`src/rtl/fetch_stage.sv`:
```
// MIPS instruction fetch stage: PC register, next-PC selection and IF/ID pipeline register.
// Optional macro BRANCH_DELAY_SLOT_EN keeps the redirect-cycle fetch (delay slot) instead of squashing it.
module fetch_stage #(
  parameter logic [31:0] RESET_PC  = 32'h0000_0000,
  parameter logic [31:0] NOP_INSTR = 32'h0000_0000
) (
  input  logic        clk,
  input  logic        rst_n,
  output logic [31:0] imem_addr,
  input  logic [31:0] imem_data,
  input  logic        stall,
  input  logic        flush,
  input  logic        branch_taken,
  input  logic [31:0] branch_off_ext,
  input  logic        jump,
  input  logic [25:0] jump_index,
  output logic [31:0] pc,
  output logic [31:0] if_id_instr,
  output logic [31:0] if_id_pc4,
  output logic        if_id_valid,
  output logic [15:0] if_id_imm16
);

  localparam int unsigned XLEN   = 32;
  localparam int unsigned IMM_W  = 16;
  localparam int unsigned JIDX_W = 26;

  typedef struct packed {
    logic [XLEN-1:0] instr;
    logic [XLEN-1:0] pc4;
    logic            valid;
  } if_id_t;

  logic [XLEN-1:0] pc_q, pc_d;
  if_id_t          if_id_q, if_id_d;

  logic [XLEN-1:0]   pc_plus4;
  logic [XLEN-1:0]   br_target;
  logic [XLEN-1:0]   j_target;
  logic [JIDX_W-1:0] j_index;
  logic              redirect;
  logic              squash;

  // Target arithmetic is relative to the PC+4 of the branch/jump sitting in ID.
  always_comb begin
    j_index   = jump_index;
    pc_plus4  = pc_q + XLEN'(4);
    br_target = if_id_q.pc4 + (branch_off_ext << 2);
    j_target  = {if_id_q.pc4[XLEN-1:XLEN-4], j_index, 2'b00};
    redirect  = jump | branch_taken;
`ifdef BRANCH_DELAY_SLOT_EN
    squash    = flush;
`else
    squash    = flush | redirect;
`endif
  end

  // Next-state: stall freezes everything; otherwise jump > branch > sequential.
  always_comb begin
    pc_d    = pc_q;
    if_id_d = if_id_q;
    if (!stall) begin
      if (jump) begin
        pc_d = j_target;
      end else if (branch_taken) begin
        pc_d = br_target;
      end else begin
        pc_d = pc_plus4;
      end

      if (squash) begin
        if_id_d.instr = NOP_INSTR;
        if_id_d.valid = 1'b0;
      end else begin
        if_id_d.instr = imem_data;
        if_id_d.valid = 1'b1;
      end
      if_id_d.pc4 = pc_plus4;
    end
  end

  always_ff @(posedge clk or negedge rst_n) begin
    if (!rst_n) begin
      pc_q          <= RESET_PC;
      if_id_q.instr <= NOP_INSTR;
      if_id_q.pc4   <= '0;
      if_id_q.valid <= 1'b0;
    end else begin
      pc_q    <= pc_d;
      if_id_q <= if_id_d;
    end
  end

  assign imem_addr   = pc_q;
  assign pc          = pc_q;
  assign if_id_instr = if_id_q.instr;
  assign if_id_pc4   = if_id_q.pc4;
  assign if_id_valid = if_id_q.valid;
  assign if_id_imm16 = if_id_q.instr[IMM_W-1:0];

endmodule

```
`config.mk`:
```
export PLATFORM = sky130hd
export DESIGN_NAME = fetch_stage
export DESIGN_NICKNAME = d
export VERILOG_FILES = /design/src/rtl/fetch_stage.sv
export SDC_FILE = /design/constraint.sdc
export NUM_CORES = 1
export LEC_CHECK = 0
export CORE_ASPECT_RATIO = 1.2
export CORE_UTILIZATION = 23
export DETAILED_ROUTE_END_ITERATION = 7
export GPL_TIMING_DRIVEN = 1
export PLACE_DENSITY = 0.49
export SETUP_SLACK_MARGIN = 0.2
export SYNTH_ARGS = -nofsm -noshare
export SYNTH_HDL_FRONTEND = slang
export SYNTH_SLANG_ARGS = --single-unit
```
`constraint.sdc`:
```
create_clock -name clk -period 3.05 [get_ports clk]
set_input_delay 0.915 -clock clk [delete_from_list [all_inputs] [get_ports clk]]
set_output_delay 0.915 -clock clk [all_outputs]
set_load 0.05 [all_outputs]
```
==> impl_metrics.py <==
metrics = {
    "outcome": {
        "outcome": "finished clean",
    },
    "min_path": {
        "hp-class": "register to register",
        "hold_start": "if_id_valid$_DFFE_PN0N_",
        "min_to": "if_id_valid$_DFFE_PN0N_",
        "hold_depth": 1,
    },
    "yosys": {
        "synth_xor_area_share_pct": 6.44,
        "synth_cell_types": 71,
        "async_flop_share_pct": 100,
        "ys.flop_type": "dfrtp_1",
        "synth_top_family_by_area": "compound AO/OA/AOI/OAI gates",
        "syn_area_sq_um": 6940,
        "syn-num-nets": 897,
        "synthSimpleGateAreaFrac_pct": 16.1,
        "synth-seq-cells": 97,
        "yosysSeqAreaShare_pct": 35.0,
        "synthAdderAreaFrac_pct": 5.70,
        "yosysWarnings": 0,
        "synth-edff-count": 0,
        "netlist_instances": 770,
        "synth-compound-area-share_pct": 23.3,
        "muxShareOfSynthArea_pct": 3.21,
        "avgSynthCellArea_sq_um": 9.01,
    },
    "pwr": {
        "powerDensity_nw_per_um2": 678,
        "leakagePower_nw": 4.48,
        "ir_worst_vdd_uv": 344,
    },
    "sta": {
        "rsz0062_at_grt": "true",
        "fmax_mhz": 355,
        "finalMaxSlewViolations": 0,
        "finClkSkew_ns": 0.0133,
        "worst_slack_ns": 0.233,
        "slew_headroom_pct": 47.9,
        "hold_viol": 0,
        "fin_setup_tns_ns": 0,
        "fin_crit_ns": 2.82,
        "fin_crit_sh_pct": 92.4,
        "worst_slew_pin_slew_ns": 0.781,
        "setup_viol": 0,
    },
    "grt": {
        "grt_pass1_wl_microns": 39100,
        "grt_max_degree": 49,
        "grt_pass1_vias": 6805,
        "antenna_found_initial": 0,
        "grt-ovfl-total": 0,
        "grt.total_usage_pct": 16.5,
    },
    "drt": {
        "wl_met3_microns": 1290,
        "routed_wl_microns": 25300,
        "first_pass_iters": 4,
        "wl_met2_microns": 12600,
        "post_drt_wl_per_cell_microns": 17.8,
        "top_layer_used": "met4",
        "drcViolationCount": 0,
        "antenna_left": 0,
        "viasPerCell": 4.66,
        "vias": 6646,
        "wl_met1_microns": 10900,
        "drt-initial-drc-count": 285,
    },
    "floorplan": {
        "placeableCoreArea_sq_um": 29600,
        "io_pins": 241,
        "start_util_pct": 23.4,
        "die_area_sq_um": 30900,
        "fp-row-count": 69,
        "die_x_microns": 161,
        "die_h_microns": 192,
    },
    "layout": {
        "fill_cells": 3040,
        "drive_gt1_share_pct": 20.2,
        "fin_nets": 1157,
        "insertedDiodeCount": 0,
        "syn2layout_area_growth_pct": 54.8,
        "fin_cells": 1425,
        "stdcell_area_sq_um": 10700,
        "fin_util_pct": 36.2,
    },
    "critical_path": {
        "cp_slowest_stage_delay_ns": 0.35,
        "cp_common_cell": "buf_4",
        "crit_path_max_fanout": 4,
        "cp_slowest_cell": "o211ai_1",
        "critPathRequiredTime_ns": 3.29,
        "rr_startpoint": "if_id_pc4[2]$_DFFE_PN0N_",
        "cp_top_family": "simple AND/OR/NAND/NOR gates",
        "worstPathArrival_ns": 3.06,
        "worstSetupPathType": "input port to register",
        "timing.rr.end": "imem_addr[30]$_DFFE_PN0N_",
        "worstSetupEndpointType": "register",
        "crit_buf_inv": 3,
        "rr_worst_depth": 10,
        "cp_cell_sequence": "dlygate4sd2_1 > ha_4 > nand3_1 > o211ai_1 > a21oi_2 > o32ai_2 > nor3_1 > buf_4 > buf_4 > and4_1 > or3_1",
        "start_kind": "input port",
        "ff2ff_setup_slack_ns": 0.47,
    },
    "clock_tree": {
        "holdBufCountCts": 0,
        "cts_buffers": 9,
        "clk_pin_slew_ns": 0.07,
        "clk_path_buf_depth": 2,
        "root_buffer": "clkbuf_16",
        "h-tree-depth": 3,
        "clk-insertion-delay-late_ns": 0.37,
        "cts_tree": "yes",
        "cts.sinks": 97,
    },
    "place": {
        "placed_area_sq_um": 9940,
        "port_buffers": 238,
        "place_hpwl_microns": 19300,
        "place_ws_ns": -0.584,
        "placed_cells": 1396,
        "routabilityCongestion": 0.840,
    },
    "run": {
        "maxCapViolCount": 0,
    },
}
area by class of cell:
cell class	count	area, sq um	share of cell area (%)
inverter	16	60.1	0.560
multi-input combinational	560	4270	39.8
clock inverter	6	67.6	0.630
timing repair buffer	346	3180	29.7
sequential	97	2430	22.6
clock buffer	10	239	2.23
tap	390	488	4.55
routing by layer:
metal  GRT usage, %  vias up
li1               -     3269
met1           19.9     3151
met2           29.1      198
met3           3.39       28
met4           5.49        0
met5              0        -
cells in the final DEF (no fill, tap or decap), drive strengths merged, types with 6 or more instances in the layout:
master,n
mux2,15
o21ai,54
nand3,22
a22o,33
clkdlybuf4s50,212
dfrtp,97
buf,112
clkbuf,10
nor3,23
a21o,20
or3,8
a221oi,7
xnor2,27
nand2,82
o21bai,7
a21oi,56
and3,9
o221ai,12
nor2,43
inv,20
dlygate4sd2,21
o211ai,6
ha,30
xor2,24
nand4,13
metrics by stage:
step | hold slack (ns) | total power [mW]
finish | 0.480 | 7.27
floorplan | 0.514 | 4.37
global placement | 0.467 | 5.79
detailed placement | 0.468 | 5.79
global route | 0.494 | 7.70
CTS | 0.484 | 7.32
cell usage after synthesis (5+ instances only):
library cell   n  area [sq um]
buf_6          6          67.6
a22o_1        33           289
and3_1         8          50.1
mux2i_1        5          50.1
o211ai_1       6          45.0
a21oi_1       55           275
nor3_1        21           105
buf_2          7          35.0
o221ai_1      12           105
xnor2_1       27           236
xor2_1        24           210
nor2_1        41           154
o21bai_1       7          52.6
dfrtp_1       97          2430
a221oi_1       5          43.8
buf_4         50           375
nand4_1       10          62.6
clkbuf_1      29           109
ha_1          30           375
a21o_1        20           150
nor2b_1        5          31.3
inv_1         16          60.1
mux2_2        14           158
nand2_1       82           308
o21ai_0       53           265
nand3_1       21           105
and2_1         5          31.3
or3_1          8          50.1
power breakdown:
part           total (mW)  internal (mW)  switching (mW)
Sequential           1.86           1.50           0.361
Combinational        4.21           1.77            2.44
Clock                1.21          0.604           0.602
Total                7.27           3.87            3.41
flip-flops by register name, indices dropped and copies added (netlist names):
| name | count |
|---|---|
| if_id_instr | 32 |
| if_id_pc4 | 32 |
| if_id_valid | 1 |
| imem_addr | 32 |
what timing repair did:
item / in CTS / in global routing
pin swaps: 38 / 9
buffers inserted: 12 / 1
gates resized for setup: 80 / 10
gates cloned: 0 / 0
endpoints found under the setup margin: 18 / 10
worst max path at each step:
stage,from,slack [ns],cells after the start,to
floorplan,branch_off_ext[0],0.19,9,imem_addr[30]$_DFFE_PN0N_
detailed placement,branch_off_ext[0],-0.58,12,imem_addr[30]$_DFFE_PN0N_
finish,branch_off_ext[3],0.23,11,imem_addr[30]$_DFFE_PN0N_
CTS,branch_off_ext[0],0.21,11,imem_addr[30]$_DFFE_PN0N_
global placement,branch_off_ext[0],-0.58,10,imem_addr[28]$_DFFE_PN0N_
global route,branch_off_ext[3],0.16,11,imem_addr[30]$_DFFE_PN0N_
cells by family (layout without fill, tap and decap cells):
group / Yosys count / count (layout)
buffers and inverters: 113 / 378
and+or+nand+nor: 223 / 223
xor gates and xnor gates: 51 / 51
AOI/OAI and AO/OA: 235 / 235
muxes: 20 / 20
DFF: 97 / 97
adders and majority gates: 31 / 31
(Power assumes the default switching activity.)
